===== config.mk =====
export PLATFORM = sky130hd
export DESIGN_NAME = pipeline_hazard_ctrl
export DESIGN_NICKNAME = d
export VERILOG_FILES = /design/src/rtl/pipeline_hazard_ctrl.sv
export SDC_FILE = /design/constraint.sdc
export NUM_CORES = 1
export LEC_CHECK = 0
export CAP_MARGIN = 40
export CORE_ASPECT_RATIO = 0.75
export CORE_MARGIN = 1
export CORE_UTILIZATION = 50
export DETAILED_ROUTE_END_ITERATION = 10
export PLACE_DENSITY = 0.87
export REMOVE_ABC_BUFFERS = 1
export SKIP_LAST_GASP = 1
export SLEW_MARGIN = 20
export SYNTH_ARGS = -nofsm -noshare
export SYNTH_HDL_FRONTEND = slang
export SYNTH_SLANG_ARGS = --single-unit

===== constraint.sdc =====
create_clock -name Clk_in -period 2.7 [get_ports Clk_in]
set_input_delay 0.27 -clock Clk_in [delete_from_list [all_inputs] [get_ports Clk_in]]
set_output_delay 0.27 -clock Clk_in [all_outputs]
set_load 0.05 [all_outputs]

===== src/rtl/pipeline_hazard_ctrl.sv =====
// Hazard and sequencing controller for a five-stage pipeline: load-use stalls,
// taken-branch flushes, data-memory wait/timeout handling and performance counters.
module pipeline_hazard_ctrl #(
    parameter int MEM_TIMEOUT = 15,
    parameter int CNT_W       = 32
) (
    input  logic             Clk_in,
    input  logic             Rst,
    input  logic             IDEX_MemRead_in,
    input  logic [4:0]       IDEX_Rt_in,
    input  logic [4:0]       IFID_Rs_in,
    input  logic [4:0]       IFID_Rt_in,
    input  logic             EXMEM_Branch_in,
    input  logic             EXMEM_Zero_in,
    input  logic             EXMEM_MemRead_in,
    input  logic             EXMEM_MemWrite_in,
    input  logic             DMem_Ack_in,
    output logic             PCWrite_out,
    output logic             IFID_Write_out,
    output logic             PCSrc_out,
    output logic             IFID_Flush_out,
    output logic             IDEX_Flush_out,
    output logic             EXMEM_Flush_out,
    output logic             Pipe_Hold_out,
    output logic             MEMWB_Bubble_out,
    output logic             DMem_Req_out,
    output logic [1:0]       State_out,
    output logic [CNT_W-1:0] StallCount_out,
    output logic [CNT_W-1:0] FlushCount_out,
    output logic             Timeout_out
);

    typedef enum logic [1:0] {
        ST_RUN      = 2'd0,
        ST_MEM_WAIT = 2'd1,
        ST_FLUSH    = 2'd2,
        ST_ERROR    = 2'd3
    } state_t;

    localparam logic [7:0] TIMEOUT_C = 8'(MEM_TIMEOUT);

    state_t           state_q, state_nxt;
    logic [7:0]       wait_cnt_q, wait_cnt_nxt;
    logic [CNT_W-1:0] stall_cnt_q, flush_cnt_q;
    logic             timeout_q;

    logic mem, luh, br;
    logic resolve, luh_en;

    function automatic logic [CNT_W-1:0] sat_inc(input logic [CNT_W-1:0] v);
        return (&v) ? v : v + CNT_W'(1);
    endfunction

    assign mem = EXMEM_MemRead_in | EXMEM_MemWrite_in;
    assign br  = EXMEM_Branch_in & EXMEM_Zero_in;
    assign luh = IDEX_MemRead_in & (IDEX_Rt_in != 5'd0) &
                 ((IDEX_Rt_in == IFID_Rs_in) | (IDEX_Rt_in == IFID_Rt_in));

    always_comb begin
        PCWrite_out      = 1'b1;
        IFID_Write_out   = 1'b1;
        PCSrc_out        = 1'b0;
        IFID_Flush_out   = 1'b0;
        IDEX_Flush_out   = 1'b0;
        EXMEM_Flush_out  = 1'b0;
        Pipe_Hold_out    = 1'b0;
        MEMWB_Bubble_out = 1'b0;
        DMem_Req_out     = 1'b0;
        state_nxt        = state_q;
        wait_cnt_nxt     = wait_cnt_q;
        resolve          = 1'b0;
        luh_en           = 1'b0;

        if (Rst) begin
            PCWrite_out    = 1'b0;
            IFID_Write_out = 1'b0;
            state_nxt      = ST_RUN;
            wait_cnt_nxt   = 8'd0;
        end else begin
            case (state_q)
                ST_RUN, ST_FLUSH: begin
                    if (mem && !DMem_Ack_in) begin
                        DMem_Req_out     = 1'b1;
                        Pipe_Hold_out    = 1'b1;
                        PCWrite_out      = 1'b0;
                        IFID_Write_out   = 1'b0;
                        MEMWB_Bubble_out = 1'b1;
                        state_nxt        = ST_MEM_WAIT;
                        wait_cnt_nxt     = 8'd1;
                    end else begin
                        resolve      = 1'b1;
                        luh_en       = (state_q == ST_RUN);
                        DMem_Req_out = mem;
                    end
                end
                ST_MEM_WAIT: begin
                    if (DMem_Ack_in) begin
                        // The held access completes now; the rest of the cycle
                        // behaves like an ordinary RUN cycle.
                        resolve      = 1'b1;
                        luh_en       = 1'b1;
                        DMem_Req_out = 1'b1;
                    end else begin
                        DMem_Req_out     = 1'b1;
                        Pipe_Hold_out    = 1'b1;
                        PCWrite_out      = 1'b0;
                        IFID_Write_out   = 1'b0;
                        MEMWB_Bubble_out = 1'b1;
                        if (wait_cnt_q == TIMEOUT_C) begin
                            state_nxt = ST_ERROR;
                        end else begin
                            wait_cnt_nxt = wait_cnt_q + 8'd1;
                        end
                    end
                end
                default: begin
                    Pipe_Hold_out    = 1'b1;
                    PCWrite_out      = 1'b0;
                    IFID_Write_out   = 1'b0;
                    MEMWB_Bubble_out = 1'b1;
                end
            endcase

            if (resolve) begin
                wait_cnt_nxt = 8'd0;
                state_nxt    = ST_RUN;
                if (br) begin
                    PCSrc_out       = 1'b1;
                    IFID_Flush_out  = 1'b1;
                    IDEX_Flush_out  = 1'b1;
                    EXMEM_Flush_out = 1'b1;
                    state_nxt       = ST_FLUSH;
                end else if (luh && luh_en) begin
                    PCWrite_out    = 1'b0;
                    IFID_Write_out = 1'b0;
                    IDEX_Flush_out = 1'b1;
                end
            end
        end
    end

    always_ff @(posedge Clk_in) begin
        if (Rst) begin
            state_q     <= ST_RUN;
            wait_cnt_q  <= 8'd0;
            stall_cnt_q <= '0;
            flush_cnt_q <= '0;
            timeout_q   <= 1'b0;
        end else begin
            state_q    <= state_nxt;
            wait_cnt_q <= wait_cnt_nxt;
            if (!PCWrite_out && (state_q != ST_ERROR)) begin
                stall_cnt_q <= sat_inc(stall_cnt_q);
            end
            if (PCSrc_out) begin
                flush_cnt_q <= sat_inc(flush_cnt_q);
            end
            if (state_nxt == ST_ERROR) begin
                timeout_q <= 1'b1;
            end
        end
    end

    assign State_out      = state_q;
    assign StallCount_out = stall_cnt_q;
    assign FlushCount_out = flush_cnt_q;
    assign Timeout_out    = timeout_q;

endmodule


==> results by group, run 1 <==
Status
  – Outcome: completed

Drt
  – Antenna viol nets, final: 0
  – Via count of the routed design: 4,006
  – Average vias per placed instance: 5.82
  – Detailed-route wire length per cell: 15.2 um
  – Routed wire length: 10,500 um
  – Number of search-and-repair iterations in the first detailed-routing pass: 4
  – DR DRC count: 0
  – Initial DRC count: 209

Placement
  – Routability cong.: 0.839
  – Pre-CTS setup slack: -28.3 ps
  – Detailed placer's ending HPWL: 7480 um
  – Port buffer count: 98
  – Post-placement cell area: 5250 um^2

Synthesis
  – Largest cells by area after synthesis: sky130_fd_sc_hd__dfxtp_1 37%, sky130_fd_sc_hd__xnor2_1 7.7%, sky130_fd_sc_hd__or4_1 4.9%
  – Leading area contributor after synthesis: sky130_fd_sc_hd__dfxtp_1
  – Average instance area after synthesis: 8.51 um^2
  – Number of synthesized flops with an enable pin: 0
  – Asr flop ratio synth: 0%
  – Most common flop cell mapped by yosys: sky130_fd_sc_hd__dfxtp_1
  – Warning count from the yosys run: 0
  – FF+latch count, synth: 75
  – Share of the yosys chip area belonging to registers: 36.6%
  – Cells after Synth: 482
  – Mapped Area: 4100 um^2
  – Fraction of post-synthesis cell area in the top cell type by area: 36.6%
  – Number of distinct library cell variants in the gate-level netlist after synthesis: 49

STA
  – Highest achievable clock rate: 0.423 GHz
  – Transition time of the tightest slew-check pin: 771 ps
  – Final Critical Period: 2370 ps
  – RSZ-0062 raised after global routing: false
  – Share of the cycle needed by the critical path after routing: 87.6%
  – Final Hold Vio Count: 0
  – Setup-failing EPs final: 0
  – Clk_skew: 12.9 ps
  – Worst setup slack after layout: 334 ps
  – Tightest slew margin relative to the limit: 48.2%
  – Total count of max-transition violations in the final report: 0

Floorplanning
  – Number of standard-cell rows in the floorplan: 28
  – I/O pins: 99
  – Vert. Die Dim: 80.5 um
  – Area of the die: 8580 um^2
  – Initial Utilization: 51.8%
  – Chip Width: 107 um
  – Std-Cell Core Area: 7920 um^2

Power
  – Share of total power in combinational logic: 11.1%
  – Clock network fraction of total power: 38.4%
  – Power consumption: 2.23 mW
  – Reg power frac: 50.5%
  – Leakage power summed over all cells: 1.70 nW
  – Share of total power consumed by net switching: 25.5%
  – Largest voltage drop on the vdd net: 0.000250 V
  – Switching pwr: 0.569 mW
  – Pint: 1.66 mW
  – Total power per unit cell area: 410 nW/um^2

Min path
  – Type of the tightest min-delay check: in -> reg

Run
  – Max_cap viols: 0

Setup path
  – Critical Path Source Type: input pin
  – Max Fanout on Critical Path: 3
  – Data arrival, critical path: 2100 ps
  – Category of the critical setup timing path: in -> out
  – Capturing element type of the critical path: output port
  – Worst endpoint required time: 2430 ps

CTS
  – # Post-CTS Setup Buffers: 0
  – Post-CTS clock slew at the launch and capture registers of the worst setup and hold paths: 70 ps
  – Clock net sink count: 75
  – Clock tree from TritonCTS: yes
  – Source-to-sink clock delay at the later pin of the worst-skew pair: 350 ps
  – Total number of H-tree levels: 3
  – TritonCTS buffer count: 9
  – Quantity of gates resized following cts: 0
  – Number of buffers on the longest clock path: 2
  – CTS Hold Buffers Added: 0
  – Clock tree root driver cell: sky130_fd_sc_hd__clkbuf_8

Cells and area
  – Area growth, synth to finish: 32.5%
  – Final-stage net count: 604
  – Multi-input combinational cell area: 2430 um^2
  – Most used cells in the layout excluding fill and tap cells: 89 x sky130_fd_sc_hd__clkdlybuf4s50_1, 75 x sky130_fd_sc_hd__dfxtp_1, 46 x sky130_fd_sc_hd__nor2_1
  – Utilization of the core after routing: 68.7%
  – Area occupied by registers: 1500 um^2
  – Number of filler instances in the final layout: 632
  – Layout Cell Area excl Fill: 5440 um^2
  – Fraction of layout instances using a drive strength above 1: 10.7%
  – Most common library cell in the layout ignoring fill and taps: sky130_fd_sc_hd__clkdlybuf4s50_1

GRT
  – Initial antenna violation count: 0
  – Total global-route track usage: 25.3%
  – Via count of the first global-routing pass: 3,707
  – Maximum number of pins on one net before global-route repair: 67
  – Aggregate global routing overflow: 0
  – First-pass GRT wire length: 17,400 um
## cell families (layout without fill, tap and decap cells)
family	Yosys count	count (layout)	share of synthesized area, %
flip-flops	75	75	36.6
buffers and inverters	36	136	4.51
other	0	1	0
AND/OR/NAND/NOR	239	239	34.5
XOR/XNOR	43	43	9.18
adder cells (fa/ha/maj)	3	3	0.915
AO/OA/AOI/OAI	83	83	13.5
multiplexers	3	3	0.793
## sequential cells by signal, summed over array words and instances (netlist names)
| register | count |
|---|---|
| StallCount_out | 32 |
| State_out | 2 |
| FlushCount_out | 32 |
| Timeout_out | 1 |
| wait_cnt_q | 8 |
## per-stage QoR
stage,cells,hold WS [ps],TNS [ps]
floorplan,454,339,-62630
detailed placement,672,449,-118
global placement,671,438,0
finish,688,211,0
CTS,687,195,0
global route,687,216,0
## layer usage
| metal | track usage (%) | vias to the layer above | share of wire (%) |
|---|---|---|---|
| met4 | 6.85 | 0 | 1.4 |
| met5 | 0 | - | 0 |
| li1 | - | 1988 | - |
| met2 | 41.5 | 135 | 46 |
| met1 | 32.4 | 1868 | 45 |
| met3 | 7.47 | 15 | 7.2 |
## critical path, cell delays in order
cell and delay (ps):
sky130_fd_sc_hd__clkdlybuf4s50_1 470, sky130_fd_sc_hd__or4_1 550, sky130_fd_sc_hd__nor2_1 220, sky130_fd_sc_hd__nor4b_4 100, sky130_fd_sc_hd__a31oi_1 180, sky130_fd_sc_hd__buf_4 160, sky130_fd_sc_hd__buf_12 130
## worst paths after layout
check | from | to | slack, ps | cells past startpoint
worst min-delay path | Rst | Timeout_out$_SDFFE_PP0N_ | 210 | 2
worst max register to register | wait_cnt_q[0]$_SDFFE_PP0P_ | wait_cnt_q[6]$_SDFFE_PP0P_ | 350 | 7
worst min register to register | Timeout_out$_SDFFE_PP0N_ | Timeout_out$_SDFFE_PP0N_ | 450 | 2
worst max-delay path | IDEX_Rt_in[1] | IFID_Write_out | 330 | 7
## power groups by stage
stage / combinational [mW] / sequential [mW] / clock [mW]
2_1_floorplan: 0.101 / 1.17 / 0
3_3_place_gp: 0.240 / 1.15 / 0
3_5_place_dp: 0.247 / 1.15 / 0
4_1_cts: 0.247 / 1.13 / 0.872
5_1_grt: 0.263 / 1.13 / 0.917
6_report: 0.247 / 1.13 / 0.857
## Yosys cell counts, types with 2 or more instances
cell type,instances
sky130_fd_sc_hd__buf_2,7
sky130_fd_sc_hd__and4_1,11
sky130_fd_sc_hd__xor2_1,7
sky130_fd_sc_hd__or3b_2,2
sky130_fd_sc_hd__nor3_1,13
sky130_fd_sc_hd__or2_2,3
sky130_fd_sc_hd__nor2_1,46
sky130_fd_sc_hd__a21oi_1,39
sky130_fd_sc_hd__nor4_2,7
sky130_fd_sc_hd__buf_4,7
sky130_fd_sc_hd__nand3_1,28
sky130_fd_sc_hd__or3_1,6
sky130_fd_sc_hd__xnor2_1,36
sky130_fd_sc_hd__nand3_2,2
sky130_fd_sc_hd__nand2b_1,4
sky130_fd_sc_hd__nand3b_1,2
sky130_fd_sc_hd__o21ai_0,7
sky130_fd_sc_hd__buf_6,2
sky130_fd_sc_hd__nor4_1,11
sky130_fd_sc_hd__o31ai_1,26
sky130_fd_sc_hd__and3_1,11
sky130_fd_sc_hd__dfxtp_1,75
sky130_fd_sc_hd__nand4_1,16
sky130_fd_sc_hd__inv_1,8
sky130_fd_sc_hd__nor4b_1,2
sky130_fd_sc_hd__or4_1,27
sky130_fd_sc_hd__nor2b_1,2
sky130_fd_sc_hd__ha_1,3
sky130_fd_sc_hd__mux2_1,2
sky130_fd_sc_hd__a211oi_1,2
sky130_fd_sc_hd__nand2_1,35
sky130_fd_sc_hd__clkbuf_1,12
sky130_fd_sc_hd__and2_1,4
sky130_fd_sc_hd__nor4b_2,2
## final cells by class
| cell class | instances | share of cell area (%) |
|---|---|---|
| diodes | 1 | 0.0460 |
| multi-input cells | 371 | 44.6 |
| flip-flops and latches | 75 | 27.6 |
| repair buffers | 113 | 21.3 |
| well taps | 105 | 2.42 |
| inverters | 8 | 0.552 |
| clock buffers | 10 | 2.53 |
| clock inverters | 5 | 0.989 |
(Power assumes the default switching activity.)
==> inputs of run 2 (changes only) <==
Settings changed: CELL_PAD_IN_SITES_DETAIL_PLACEMENT set to 0, CELL_PAD_IN_SITES_GLOBAL_PLACEMENT set to 1, CORE_UTILIZATION 50 to 37, PLACE_DENSITY 0.87 to 0.88.
==> run 2 against run 1 <==
Total power rose by 17%. Flip-flop and latch count did not move. Final cell count rose by 4.7%. Global-route usage fell by 6.4 points. Worst hold slack improved by 12 ps. Combinational power barely moved. Register-to-register slack improved by 30 ps. Sequential share of layout area fell by 0.81 points. Fmax rose by 1.5%. Die area rose by 34%. Clock skew fell by 6.0 ps. Routed wire length rose by 0.16%. Largest power group is now clock.
==> results by group, run 2 (synthesis gave the netlist of run 1 again) <==
Floorplanning
  – Initial Utilization: 39.0%
  – Area of the die: 11,500 um^2
  – Std-Cell Core Area: 10,500 um^2
  – Chip Width: 124 um
  – Number of standard-cell rows in the floorplan: 32
  – Vert. Die Dim: 93.2 um
  – I/O pins: 99

GRT
  – Total global-route track usage: 18.9%
  – Maximum number of pins on one net before global-route repair: 67
  – First-pass GRT wire length: 17,300 um
  – Aggregate global routing overflow: 0
  – Via count of the first global-routing pass: 3,497
  – Initial antenna violation count: 1

Setup path
  – CP cell instances: clkdlybuf4s50_1, or4_1, nor2_1, nor4b_4, a31oi_1, buf_4, buf_12
  – Largest stage delay on the critical path: 540 ps
  – Category of the critical setup timing path: in -> out
  – Crit path depth: 7
  – Critical Path Source Type: input pin
  – Number of cells on the worst reg-to-reg path: 7
  – Kind of cell with the highest combined delay on the critical path: simple AND/OR/NAND/NOR gates
  – Capturing element type of the critical path: output port
  – Startpoint of the most critical setup path: IDEX_Rt_in[1]
  – Origin of the critical flop-to-flop path: wait_cnt_q[0]$_SDFFE_PP0P_
  – Worst endpoint required time: 2430 ps
  – Data arrival, critical path: 2060 ps
  – CP Buf/Inv Count: 3
  – Critical-path cell with the highest stage delay: sky130_fd_sc_hd__or4_1
  – Max Fanout on Critical Path: 3

Drt
  – Via count of the routed design: 3,949
  – Antenna viol nets, final: 0
  – Detailed-route wire length per cell: 14.6 um
  – Average vias per placed instance: 5.48
  – Detailed-routed wire length on met2: 4640 um
  – Sum of routed wire segments on met1: 5130 um
  – Number of search-and-repair iterations in the first detailed-routing pass: 4
  – Routed wire length: 10,500 um
  – Top Metal Used: met5
  – Met3 wire length: 643 um
  – Initial DRC count: 225
  – DR DRC count: 0

CTS
  – Clock tree root driver cell: sky130_fd_sc_hd__clkbuf_16
  – Quantity of gates resized following cts: 0
  – CTS Hold Buffers Added: 0
  – Source-to-sink clock delay at the later pin of the worst-skew pair: 330 ps
  – Post-CTS clock slew at the launch and capture registers of the worst setup and hold paths: 60 ps
  – Number of buffers on the longest clock path: 2
  – Total number of H-tree levels: 3
  – TritonCTS buffer count: 9
  – # Post-CTS Setup Buffers: 0
  – Clock tree from TritonCTS: yes
  – Clock net sink count: 75

STA
  – Worst hold margin: 223 ps
  – Final Critical Period: 2330 ps
  – Total count of max-transition violations in the final report: 0
  – Highest achievable clock rate: 0.429 GHz
  – Clk_skew: 6.96 ps
  – Worst setup slack after layout: 368 ps
  – Total negative slack: 0 ps
  – Tightest slew margin relative to the limit: 43.8%
  – Final Hold Vio Count: 0
  – Share of the cycle needed by the critical path after routing: 86.4%
  – Setup-failing EPs final: 0
  – RSZ-0062 raised after global routing: false
  – Transition time of the tightest slew-check pin: 838 ps

Placement
  – Post-placement cell area: 5290 um^2
  – Port buffer count: 98
  – Pre-CTS setup slack: 46.5 ps
  – Placed Cells: 704
  – Detailed placer's ending HPWL: 7150 um
  – Routability cong.: 0.846

Cells and area
  – Area growth, synth to finish: 36.6%
  – Final-stage net count: 605
  – Final cell count without fillers: 720
  – Fraction of layout instances using a drive strength above 1: 11.0%
  – Most common library cell in the layout ignoring fill and taps: sky130_fd_sc_hd__clkdlybuf4s50_1
  – Layout Cell Area excl Fill: 5600 um^2
  – Most used cells in the layout excluding fill and tap cells: 89 x sky130_fd_sc_hd__clkdlybuf4s50_1, 75 x sky130_fd_sc_hd__dfxtp_1, 46 x sky130_fd_sc_hd__nor2_1
  – Inserted Diodes: 0

Min path
  – Hold Crit Depth: 2
  – Type of the tightest min-delay check: in -> reg
  – Hold Path Origin: Rst

Power
  – Total power per unit cell area: 465 nW/um^2
  – Leakage power summed over all cells: 1.76 nW
  – Largest voltage drop on the vdd net: 0.000272 V

Status
  – Outcome: completed

Run
  – Max_cap viols: 0
## run 2: changes by cell type in the layout (fill, tap and decap cells not counted), sizes merged
cell,delta
clkbuf,+1
diode,-1
buf,+1
inv,+1
clkinv,-2
clkinvlp,+1
## run 2: final cells by class
| type | instances | area [um^2] |
|---|---|---|
| Clock buffer | 11 | 253 |
| Clock inverter | 5 | 60.1 |
| Fill cell | 980 | 4930 |
| Inverter | 8 | 30.0 |
| Multi-Input combinational cell | 371 | 2430 |
| Sequential cell | 75 | 1500 |
| Tap cell | 136 | 170 |
| Timing Repair Buffer | 114 | 1160 |
## run 2: metal layers
layer | up-vias | GRT usage (%)
met5 | - | 0
met4 | 2 | 3.82
met3 | 7 | 6.52
met2 | 105 | 27.5
met1 | 1854 | 26.7
li1 | 1981 | -
## run 2: final timing paths
check	to	slack, ps
worst max-delay path	PCWrite_out	370
worst min-delay path	Timeout_out$_SDFFE_PP0N_	220
worst max register to register	wait_cnt_q[4]$_SDFFE_PP0P_	380
worst min register to register	Timeout_out$_SDFFE_PP0N_	450
## run 2: worst register-to-register path: cells and delay by family, from the launching register on
| family | cells | cell delay [ps] |
|---|---|---|
| DFF | 1 | 420 |
| adders and majority gates | 1 | 240 |
| and+or+nand+nor | 5 | 1380 |
| xor gates and xnor gates | 1 | 160 |
## run 2: power by group
group / internal [mW] / switching [mW] / total [mW]
Sequential: 1.11 / 0.0125 / 1.13
Combinational: 0.102 / 0.142 / 0.245
Clock: 0.769 / 0.467 / 1.24
Total: 1.99 / 0.622 / 2.61
## run 2: per-stage QoR
stage	utilization (%)	total power [mW]
2_1_floorplan	-	1.27
3_3_place_gp	50.2	1.39
3_5_place_dp	50.2	1.40
4_1_cts	53.2	2.64
5_1_grt	53.2	2.71
6_report	53.2	2.61
==> inputs of run 3 (changes only) <==
Settings changed: ABC_AREA set to 1, CORE_UTILIZATION 37 to 44, DONT_BUFFER_PORTS set to 1, PLACE_DENSITY 0.88 to 0.87.
==> run 3 against run 2 <==
Sequential share of layout area is 0.35 points lower. Combinational power is 11% lower. Design area is 1.3% higher. Routed wire length is 40% higher.
==> results by group, run 3 <==
STA
  – Share of the cycle needed by the critical path after routing: 84.8%
  – Final Hold Vio Count: 0
  – Highest achievable clock rate: 0.437 GHz
  – Final Critical Period: 2290 ps
  – Worst hold margin: 13.6 ps
  – Tightest slew margin relative to the limit: 47.5%
  – Total negative slack: 0 ps
  – Worst setup slack after layout: 410 ps
  – Total count of max-transition violations in the final report: 0
  – Transition time of the tightest slew-check pin: 781 ps
  – Clk_skew: 6.90 ps
  – RSZ-0062 raised after global routing: false
  – Setup-failing EPs final: 0

Power
  – Pint: 1.93 mW
  – Switching pwr: 0.623 mW
  – Share of total power in combinational logic: 8.6%
  – Largest voltage drop on the vdd net: 0.000302 V
  – Reg power frac: 44.0%
  – Share of total power consumed by net switching: 24.4%
  – Clock network fraction of total power: 47.4%
  – Total power per unit cell area: 450 nW/um^2
  – Leakage power summed over all cells: 2.11 nW

Cells and area
  – Layout Cell Area excl Fill: 5680 um^2
  – Area growth, synth to finish: 19.8%
  – Inserted Diodes: 0
  – Final cell count without fillers: 962
  – Most used cells in the layout excluding fill and tap cells: 237 x sky130_fd_sc_hd__nand2_1, 109 x sky130_fd_sc_hd__nor2_1, 75 x sky130_fd_sc_hd__dfxtp_1
  – Final-stage net count: 848
  – Fraction of layout instances using a drive strength above 1: 12.0%
  – Most common library cell in the layout ignoring fill and taps: sky130_fd_sc_hd__nand2_1

Placement
  – Routability cong.: 0.888
  – Detailed placer's ending HPWL: 10,600 um
  – Port buffer count: 0
  – Post-placement cell area: 5350 um^2
  – Placed Cells: 944
  – Pre-CTS setup slack: 513 ps

Floorplanning
  – I/O pins: 99
  – Initial Utilization: 45.7%
  – Area of the die: 11,200 um^2
  – Vert. Die Dim: 91.9 um
  – Std-Cell Core Area: 10,400 um^2
  – Chip Width: 122 um
  – Number of standard-cell rows in the floorplan: 32

GRT
  – Initial antenna violation count: 0
  – Aggregate global routing overflow: 0
  – Via count of the first global-routing pass: 4,879
  – First-pass GRT wire length: 23,800 um
  – Maximum number of pins on one net before global-route repair: 42
  – Total global-route track usage: 27.0%

Synthesis
  – FF+latch count, synth: 75
  – Most frequent cell after synthesis: sky130_fd_sc_hd__nand2_1
  – Most common flop cell mapped by yosys: sky130_fd_sc_hd__dfxtp_1
  – Share of the yosys chip area belonging to registers: 31.7%
  – Number of synthesized flops with an enable pin: 0
  – Asr flop ratio synth: 0%
  – Number of distinct library cell variants in the gate-level netlist after synthesis: 30
  – Commonest cells in the synthesized netlist: 237 x sky130_fd_sc_hd__nand2_1, 110 x sky130_fd_sc_hd__nor2_1, 75 x sky130_fd_sc_hd__dfxtp_1, 73 x sky130_fd_sc_hd__inv_1, 59 x sky130_fd_sc_hd__a21oi_1
  – Leading area contributor after synthesis: sky130_fd_sc_hd__dfxtp_1
  – Average instance area after synthesis: 6.23 um^2
  – Largest cells by area after synthesis: sky130_fd_sc_hd__dfxtp_1 32%, sky130_fd_sc_hd__nand2_1 19%, sky130_fd_sc_hd__nor2_1 8.7%
  – Fraction of post-synthesis cell area in the top cell type by area: 31.7%
  – Warning count from the yosys run: 0
  – Cells after Synth: 761
  – Mapped Area: 4740 um^2

Setup path
  – Critical Path Source Type: flip-flop
  – Category of the critical setup timing path: reg -> reg
  – Data arrival, critical path: 2510 ps
  – Worst endpoint required time: 2920 ps
  – Max Fanout on Critical Path: 4
  – Capturing element type of the critical path: flip-flop

CTS
  – Total number of H-tree levels: 3
  – Post-CTS clock slew at the launch and capture registers of the worst setup and hold paths: 60 ps
  – # Post-CTS Setup Buffers: 0
  – Source-to-sink clock delay at the later pin of the worst-skew pair: 330 ps
  – Clock tree root driver cell: sky130_fd_sc_hd__clkbuf_16
  – Clock tree from TritonCTS: yes
  – Quantity of gates resized following cts: 0
  – Clock net sink count: 75
  – Number of buffers on the longest clock path: 2
  – TritonCTS buffer count: 9

Drt
  – Via count of the routed design: 5,205
  – Sum of routed wire segments on met1: 6920 um
  – Top Metal Used: met4
  – DR DRC count: 0
  – Met3 wire length: 1440 um
  – Number of search-and-repair iterations in the first detailed-routing pass: 6
  – Detailed-routed wire length on met2: 6150 um
  – Detailed-route wire length per cell: 15.3 um
  – Average vias per placed instance: 5.41
  – Routed wire length: 14,700 um
  – Antenna viol nets, final: 0
  – Initial DRC count: 539

Status
  – Outcome: completed

Min path
  – Type of the tightest min-delay check: in -> reg

Run
  – Max_cap viols: 0
-- run 3: cell types whose count changed in the layout (fill, tap and decap cells not counted), sizes merged, moves of 14 or more --
cell	previous run	this run
nand2	35	239
clkdlybuf4s50	89	0
inv	9	75
nor2	46	111
buf	25	75
o31ai	27	0
or4	27	0
xor2	7	34
xnor2	36	13
nand4	17	39
a21oi	39	59
nor4	18	4
-- run 3: routing by layer --
layer | vias to the layer above | GRT usage, %
met3 | 21 | 7.65
met5 | - | 0
met4 | 0 | 7.30
met1 | 2384 | 37.8
met2 | 241 | 40.1
li1 | 2559 | -
-- run 3: kinds of logic (layout without fill, tap and decap cells) --
logic type	after synthesis	count (layout)	synth area share, %
AO/OA/AOI/OAI	82	82	8.90
XOR/XNOR	47	47	8.69
adder cells (fa/ha/maj)	3	3	0.792
buffers and inverters	103	168	9.19
flip-flops	75	75	31.7
AND/OR/NAND/NOR	451	451	40.8
-- run 3: worst paths after layout --
path / from / endpoint / slack (ps) / cells after the start
max: FlushCount_out[2]$_SDFFE_PP0P_ / FlushCount_out[26]$_SDFFE_PP0P_ / 410 / 10
min: Rst / StallCount_out[1]$_SDFFE_PP0P_ / 10 / 1
max reg2reg: FlushCount_out[2]$_SDFFE_PP0P_ / FlushCount_out[26]$_SDFFE_PP0P_ / 410 / 10
min reg2reg: FlushCount_out[4]$_SDFFE_PP0P_ / FlushCount_out[4]$_SDFFE_PP0P_ / 510 / 2
-- run 3: cell type report --
type | instances | area, um^2
flip-flops and latches | 75 | 1500
repair buffers | 78 | 618
well taps | 136 | 170
clock buffers | 13 | 260
inverters | 75 | 282
multi-input cells | 583 | 2810
fillers | 1013 | 4690
clock inverters | 2 | 35.0
-- run 3: power groups by stage --
stage / Clock, mW / Combinational (mW) / Sequential, mW
after detailed placement: 0 / 0.205 / 1.15
after global placement: 0 / 0.203 / 1.15
after floorplan: 0 / 0.113 / 1.18
final: 1.21 / 0.219 / 1.12
after CTS: 1.24 / 0.213 / 1.12
after global routing: 1.28 / 0.235 / 1.12
-- run 3: through the flow --
step / utilization, % / total power [mW]
2_1_floorplan: - / 1.29
3_3_place_gp: 51.6 / 1.35
3_5_place_dp: 51.6 / 1.35
4_1_cts: 54.7 / 2.58
5_1_grt: 54.8 / 2.64
6_report: 54.8 / 2.55
-- run 3: what timing repair did --
| action | in CTS | in global routing |
|---|---|---|
| hold endpoints to repair | 17 | 8 |
| endpoints found under the setup margin | 0 | 0 |
| hold buffers | 2 | 1 |
-- run 3: critical path, cell delays in order, from the launching register on --
cell                      delay [ps]
sky130_fd_sc_hd__dfxtp_1         350
sky130_fd_sc_hd__buf_4           230
sky130_fd_sc_hd__nand2_1         100
sky130_fd_sc_hd__nor3_1          490
sky130_fd_sc_hd__nand2_1         200
sky130_fd_sc_hd__nor2_1          230
sky130_fd_sc_hd__nand2_1          80
sky130_fd_sc_hd__nor2_1          180
sky130_fd_sc_hd__nand3_1         110
sky130_fd_sc_hd__o21ai_1         140
sky130_fd_sc_hd__nor2_1           60
